### src/rtl/robo_seguidor_param.sv
// robo_seguidor_param: wall-following robot controller.
// Debounces three raw obstacle sensors, follows either the left or the right wall
// (latched when leaving IDLE), bounds in-place rotation with a stuck state, and
// counts advancing cycles in a saturating step counter.
//
// Ports:
//   clock      rising-edge clock
//   reset      synchronous, active-high reset
//   enable     1 = run, 0 = force IDLE
//   side_sel   0 = follow left wall, 1 = follow right wall (latched on IDLE->PROCURANDO)
//   head       raw front obstacle sensor
//   left       raw left wall sensor
//   right      raw right wall sensor
//   avancar    drive forward
//   girar      rotate in place
//   girar_dir  rotation direction, 1 = clockwise
//   stuck      high in TRAVADO
//   passos     saturating count of advancing cycles since last start
//   state_o    current state code
module robo_seguidor_param #(
   parameter int unsigned DEB_CYCLES = 3,
   parameter int unsigned ROT_MAX    = 16,
   parameter int unsigned CNT_W      = 8
) (
   input  logic             clock,
   input  logic             reset,
   input  logic             enable,
   input  logic             side_sel,
   input  logic             head,
   input  logic             left,
   input  logic             right,
   output logic             avancar,
   output logic             girar,
   output logic             girar_dir,
   output logic             stuck,
   output logic [CNT_W-1:0] passos,
   output logic [2:0]       state_o
);

   localparam int unsigned DEB_W = $clog2(DEB_CYCLES + 1);
   localparam int unsigned ROT_W = (ROT_MAX > 1) ? $clog2(ROT_MAX) : 1;

   typedef enum logic [2:0] {
      StIdle       = 3'b000,
      StProcurando = 3'b001,
      StAcomp      = 3'b010,
      StRot        = 3'b011,
      StTravado    = 3'b100
   } state_e;

   state_e             state_q, state_d;
   logic [ROT_W-1:0]   rot_q, rot_d;
   logic               side_q, side_d;
   logic [CNT_W-1:0]   passos_q, passos_d;

   // Sensor index: 0 = head, 1 = left, 2 = right.
   logic [2:0]         raw;
   logic [2:0]         db_q;
   logic [DEB_W-1:0]   deb_cnt_q [3];

   logic               h, w;

   assign raw = {right, left, head};
   assign h   = db_q[0];
   assign w   = side_q ? db_q[2] : db_q[1];

   // Debounce: the counter tracks how long raw has disagreed with the debounced value.
   always_ff @(posedge clock) begin
      if (reset) begin
         db_q <= '0;
         for (int i = 0; i < 3; i++) begin
            deb_cnt_q[i] <= '0;
         end
      end else begin
         for (int i = 0; i < 3; i++) begin
            if (raw[i] == db_q[i]) begin
               deb_cnt_q[i] <= '0;
            end else if (deb_cnt_q[i] == DEB_W'(DEB_CYCLES - 1)) begin
               db_q[i]      <= raw[i];
               deb_cnt_q[i] <= '0;
            end else begin
               deb_cnt_q[i] <= deb_cnt_q[i] + DEB_W'(1);
            end
         end
      end
   end

   always_ff @(posedge clock) begin
      if (reset) begin
         state_q  <= StIdle;
         rot_q    <= '0;
         side_q   <= 1'b0;
         passos_q <= '0;
      end else begin
         state_q  <= state_d;
         rot_q    <= rot_d;
         side_q   <= side_d;
         passos_q <= passos_d;
      end
   end

   always_comb begin
      state_d  = state_q;
      rot_d    = rot_q;
      side_d   = side_q;
      passos_d = passos_q;

      if (avancar && (passos_q != '1)) begin
         passos_d = passos_q + CNT_W'(1);
      end

      if (!enable) begin
         state_d = StIdle;
      end else begin
         unique case (state_q)
            StIdle: begin
               state_d  = StProcurando;
               side_d   = side_sel;
               passos_d = '0;
            end
            StProcurando: begin
               if (h) begin
                  state_d = StRot;
                  rot_d   = '0;
               end else if (w) begin
                  state_d = StAcomp;
               end
            end
            StAcomp: begin
               if (h && w) begin
                  state_d = StRot;
                  rot_d   = '0;
               end else if (!w) begin
                  state_d = StProcurando;
               end
            end
            StRot: begin
               // Regaining the wall beats the timeout on the same cycle.
               if (!h && w) begin
                  state_d = StAcomp;
               end else if (rot_q == ROT_W'(ROT_MAX - 1)) begin
                  state_d = StTravado;
               end else begin
                  rot_d = rot_q + ROT_W'(1);
               end
            end
            StTravado: begin
               state_d = StTravado;
            end
            default: begin
               state_d = StIdle;
            end
         endcase
      end
   end

   always_comb begin
      avancar = 1'b0;
      girar   = 1'b0;
      stuck   = 1'b0;
      unique case (state_q)
         StProcurando, StAcomp: avancar = 1'b1;
         StRot:                 girar   = 1'b1;
         StTravado:             stuck   = 1'b1;
         default:               ;
      endcase
   end

   assign girar_dir = ~side_q;
   assign passos    = passos_q;
   assign state_o   = state_q;

endmodule

### config.mk
export PLATFORM = sky130hd
export DESIGN_NAME = robo_seguidor_param
export DESIGN_NICKNAME = d
export VERILOG_FILES = /design/src/rtl/robo_seguidor_param.sv
export SDC_FILE = /design/constraint.sdc
export NUM_CORES = 1
export LEC_CHECK = 0
export ABC_AREA = 1
export CAP_MARGIN = 15
export CORE_UTILIZATION = 45
export DETAILED_ROUTE_END_ITERATION = 12
export PLACE_DENSITY = 0.69
export SLEW_MARGIN = 5
export SYNTH_ARGS = -nofsm -noshare
export SYNTH_HDL_FRONTEND = slang
export SYNTH_SLANG_ARGS = --single-unit
### constraint.sdc
create_clock -name clock -period 2.6 [get_ports clock]
set_clock_uncertainty 0.2 [all_clocks]
set_input_delay 0.39 -clock clock [delete_from_list [all_inputs] [get_ports clock]]
set_output_delay 0.39 -clock clock [all_outputs]
set_load 0.01 [all_outputs]
==> impl_metrics.toml <==
[clock_network]
cts.clk_slew.worst_paths_ns = 0.15
clockBufferDepth = 2
clk_latency_ns = 0.33
cts_tree = "built"
cts.sinks = 25
htreeDepth = 1
cts_setup_buffers = 0
cts_resized = 0
root_buffer = "clkbuf_4"
ctsHoldBuffers = 0
cts_inserted_buffers = 3

[run_status]
status = "finished with violations"
violations = "design-rule violations"

[detailed_routing]
vias = 1336
routed_wl_mm = 2.93
antenna_left = 0
firstDrtPassIters = 8
drc = 2
drt_iter0_drc = 64
drt-vias-per-instance = 4.86
wl_per_cell_um = 10.6

[timing]
slew_viol_final = 0
setup_tns_ns = 0
min_period_over_period = 0.903
grt_setup_unrepaired = "false"
setup_violations = 0
max_freq_mhz = 426
fin_crit_ns = 2.35
finalWorstSetupSlack_ns = 0.252
finalHoldViolCount = 0

[global_route]
gr-total-overflow = 0
track_usage = 0.196
grt_use_met3 = 0.0603
grt.busiest_layer = "met2"
grt_pass1_vias = 1223
gr-usage-met1 = 0.252
grt_pass1_wl_mm = 5.08
use_met2 = 0.317
grt_start_max_net_pins = 17
antenna_found_initial = 0

[power]
power_frac_comb = 0.181
pwr_density_cell_mw_per_mm2 = 443
clkPwrFrac = 0.253
power_report.internal_total_mw = 0.536
ir_drop_mv = 0.294
switching_share = 0.299
power_mw = 0.765
power_frac_seq = 0.567
switchingPower_mw = 0.229
p_leak_nw = 0.721

[synthesis]
synth_common_cells = "nand2_1, nor2_1, inv_1, dfxtp_1, a21oi_1"
synth_ff_type = "dfxtp_1"
syn_area_per_cell_um2 = 6.96
synthDominantCellAreaShare = 0.269
syn_area_mm2 = 0.00141
synth_top_area_cell = "dfxtp_1"
synth.most_common_cell = "nand2_1"
ys_seq_elements = 25
yosysSeqAreaShare = 0.396
ys_async_sr_fraction = 0
synth_cell_types = 27
yosys_warnings = 0
synth_cells = 203
synth_area_leaders = "dfxtp_1, edfxtp_1, nand2_1, nor2_1, inv_1"
synth_enable_flop_cells = 6

[placed_design]
dp_hpwl_mm = 2.35
place_area_mm2 = 0.00170
gp_congestion = 0.832
port_buffers = 21
place_ws_ns = 0.611

[job]
maxCapViolations = 0

[worst_setup_path]
critPathArrivalTime_ns = 1.76
path_max_fanout = 6
end_kind = "output port"
crit_required_ns = 2.01
critical_path_class = "register to output port"
cp-start-kind = "register"

[floorplanning]
io_pins = 22
fp.dieW_um = 58.1
rows = 19
initial_core_util = 0.492
die_y_um = 58.1
core_area_mm2 = 0.00288
die_area_mm2 = 0.00337

[final_layout]
stdcell_area_mm2 = 0.00173
num_antenna_cells = 0
area_delta_synth_final_pct = 22.1
drive_above_1_share = 0.0901
nets = 246

[worst_hold_path]
min_path_type = "register to register"
==> worst max-delay path: stages, from the launching register on <==
cell             delay, ns
dfxtp_1               0.46
inv_2                 0.07
nor2_2                0.13
nand2_1               0.10
nand2_2               0.12
clkdlybuf4s50_1       0.55
==> cell usage in the layout, fill, tap and decap left out, types with 3 or more instances in the layout <==
master	n
nand2_1	46
conb_1	6
ha_1	5
o21ai_0	8
nor2_1	31
edfxtp_1	6
nand3_1	14
nor2_2	6
a21oi_1	15
dfxtp_1	19
clkdlybuf4s50_1	21
inv_1	26
inv_2	3
xor2_1	3
o211ai_1	3
clkbuf_4	3
==> worst paths after layout <==
check | endpoint | startpoint | cells past startpoint | slack, ns
worst max-delay path | avancar | state_o[0]$_SDFFE_PP0P_ | 5 | 0.25
worst min register to register | rot_q[2]$_SDFFE_PP0P_ | rot_q[2]$_SDFFE_PP0P_ | 2 | 0.31
worst min-delay path | rot_q[2]$_SDFFE_PP0P_ | rot_q[2]$_SDFFE_PP0P_ | 2 | 0.31
worst max register to register | passos[2]$_SDFF_PP0_ | passos[1]$_SDFF_PP0_ | 8 | 0.87
==> per-stage QoR <==
| step | hold slack, ns | util | instances |
|---|---|---|---|
| 6_report | 0.306 | 0.600 | 275 |
| 5_1_grt | 0.345 | 0.600 | 275 |
| 4_1_cts | 0.309 | 0.600 | 275 |
| 3_5_place_dp | 0.287 | 0.589 | 271 |
| 3_3_place_gp | 0.277 | 0.589 | 271 |
| 2_1_floorplan | 0.259 | - | 208 |
==> final cells by class <==
cell class	instances	area (um2)
clock buffers	3	22.5
clock inverters	1	8.76
fillers	284	1150
inverters	32	121
multi-input cells	151	751
flip-flops and latches	25	561
well taps	42	52.6
repair buffers	21	210
==> cells by family (layout without fill, tap and decap cells) <==
logic type,after synthesis,count (layout),synth area share
compound gates,28,28,0.105
flops,25,25,0.396
buf+inv,32,57,0.0858
xor+xnor,3,3,0.0186
fa+ha+maj,5,5,0.0442
simple gates,109,109,0.347
other cells,1,6,0.00265
==> power groups by stage <==
stage,Clock [mW],Combinational (mW),Sequential (mW)
6_report,0.193,0.138,0.434
5_1_grt,0.216,0.157,0.436
4_1_cts,0.198,0.139,0.433
3_5_place_dp,0,0.138,0.442
3_3_place_gp,0,0.133,0.441
2_1_floorplan,0,0.0891,0.441
==> metal layers <==
layer,vias up,part of all wire,wire length [um]
li1,698,-,-
met1,596,0.47,1380
met2,35,0.45,1330
met3,7,0.059,174
met4,0,0.014,40
met5,-,0,0
==> flip-flops by register name, indices dropped and copies added (netlist names) <==
signal and count:
deb_cnt_q 6, state_o 3, side_q 1, db_q 3
passos 8, rot_q 4
Power figures use the tool's default switching activity.
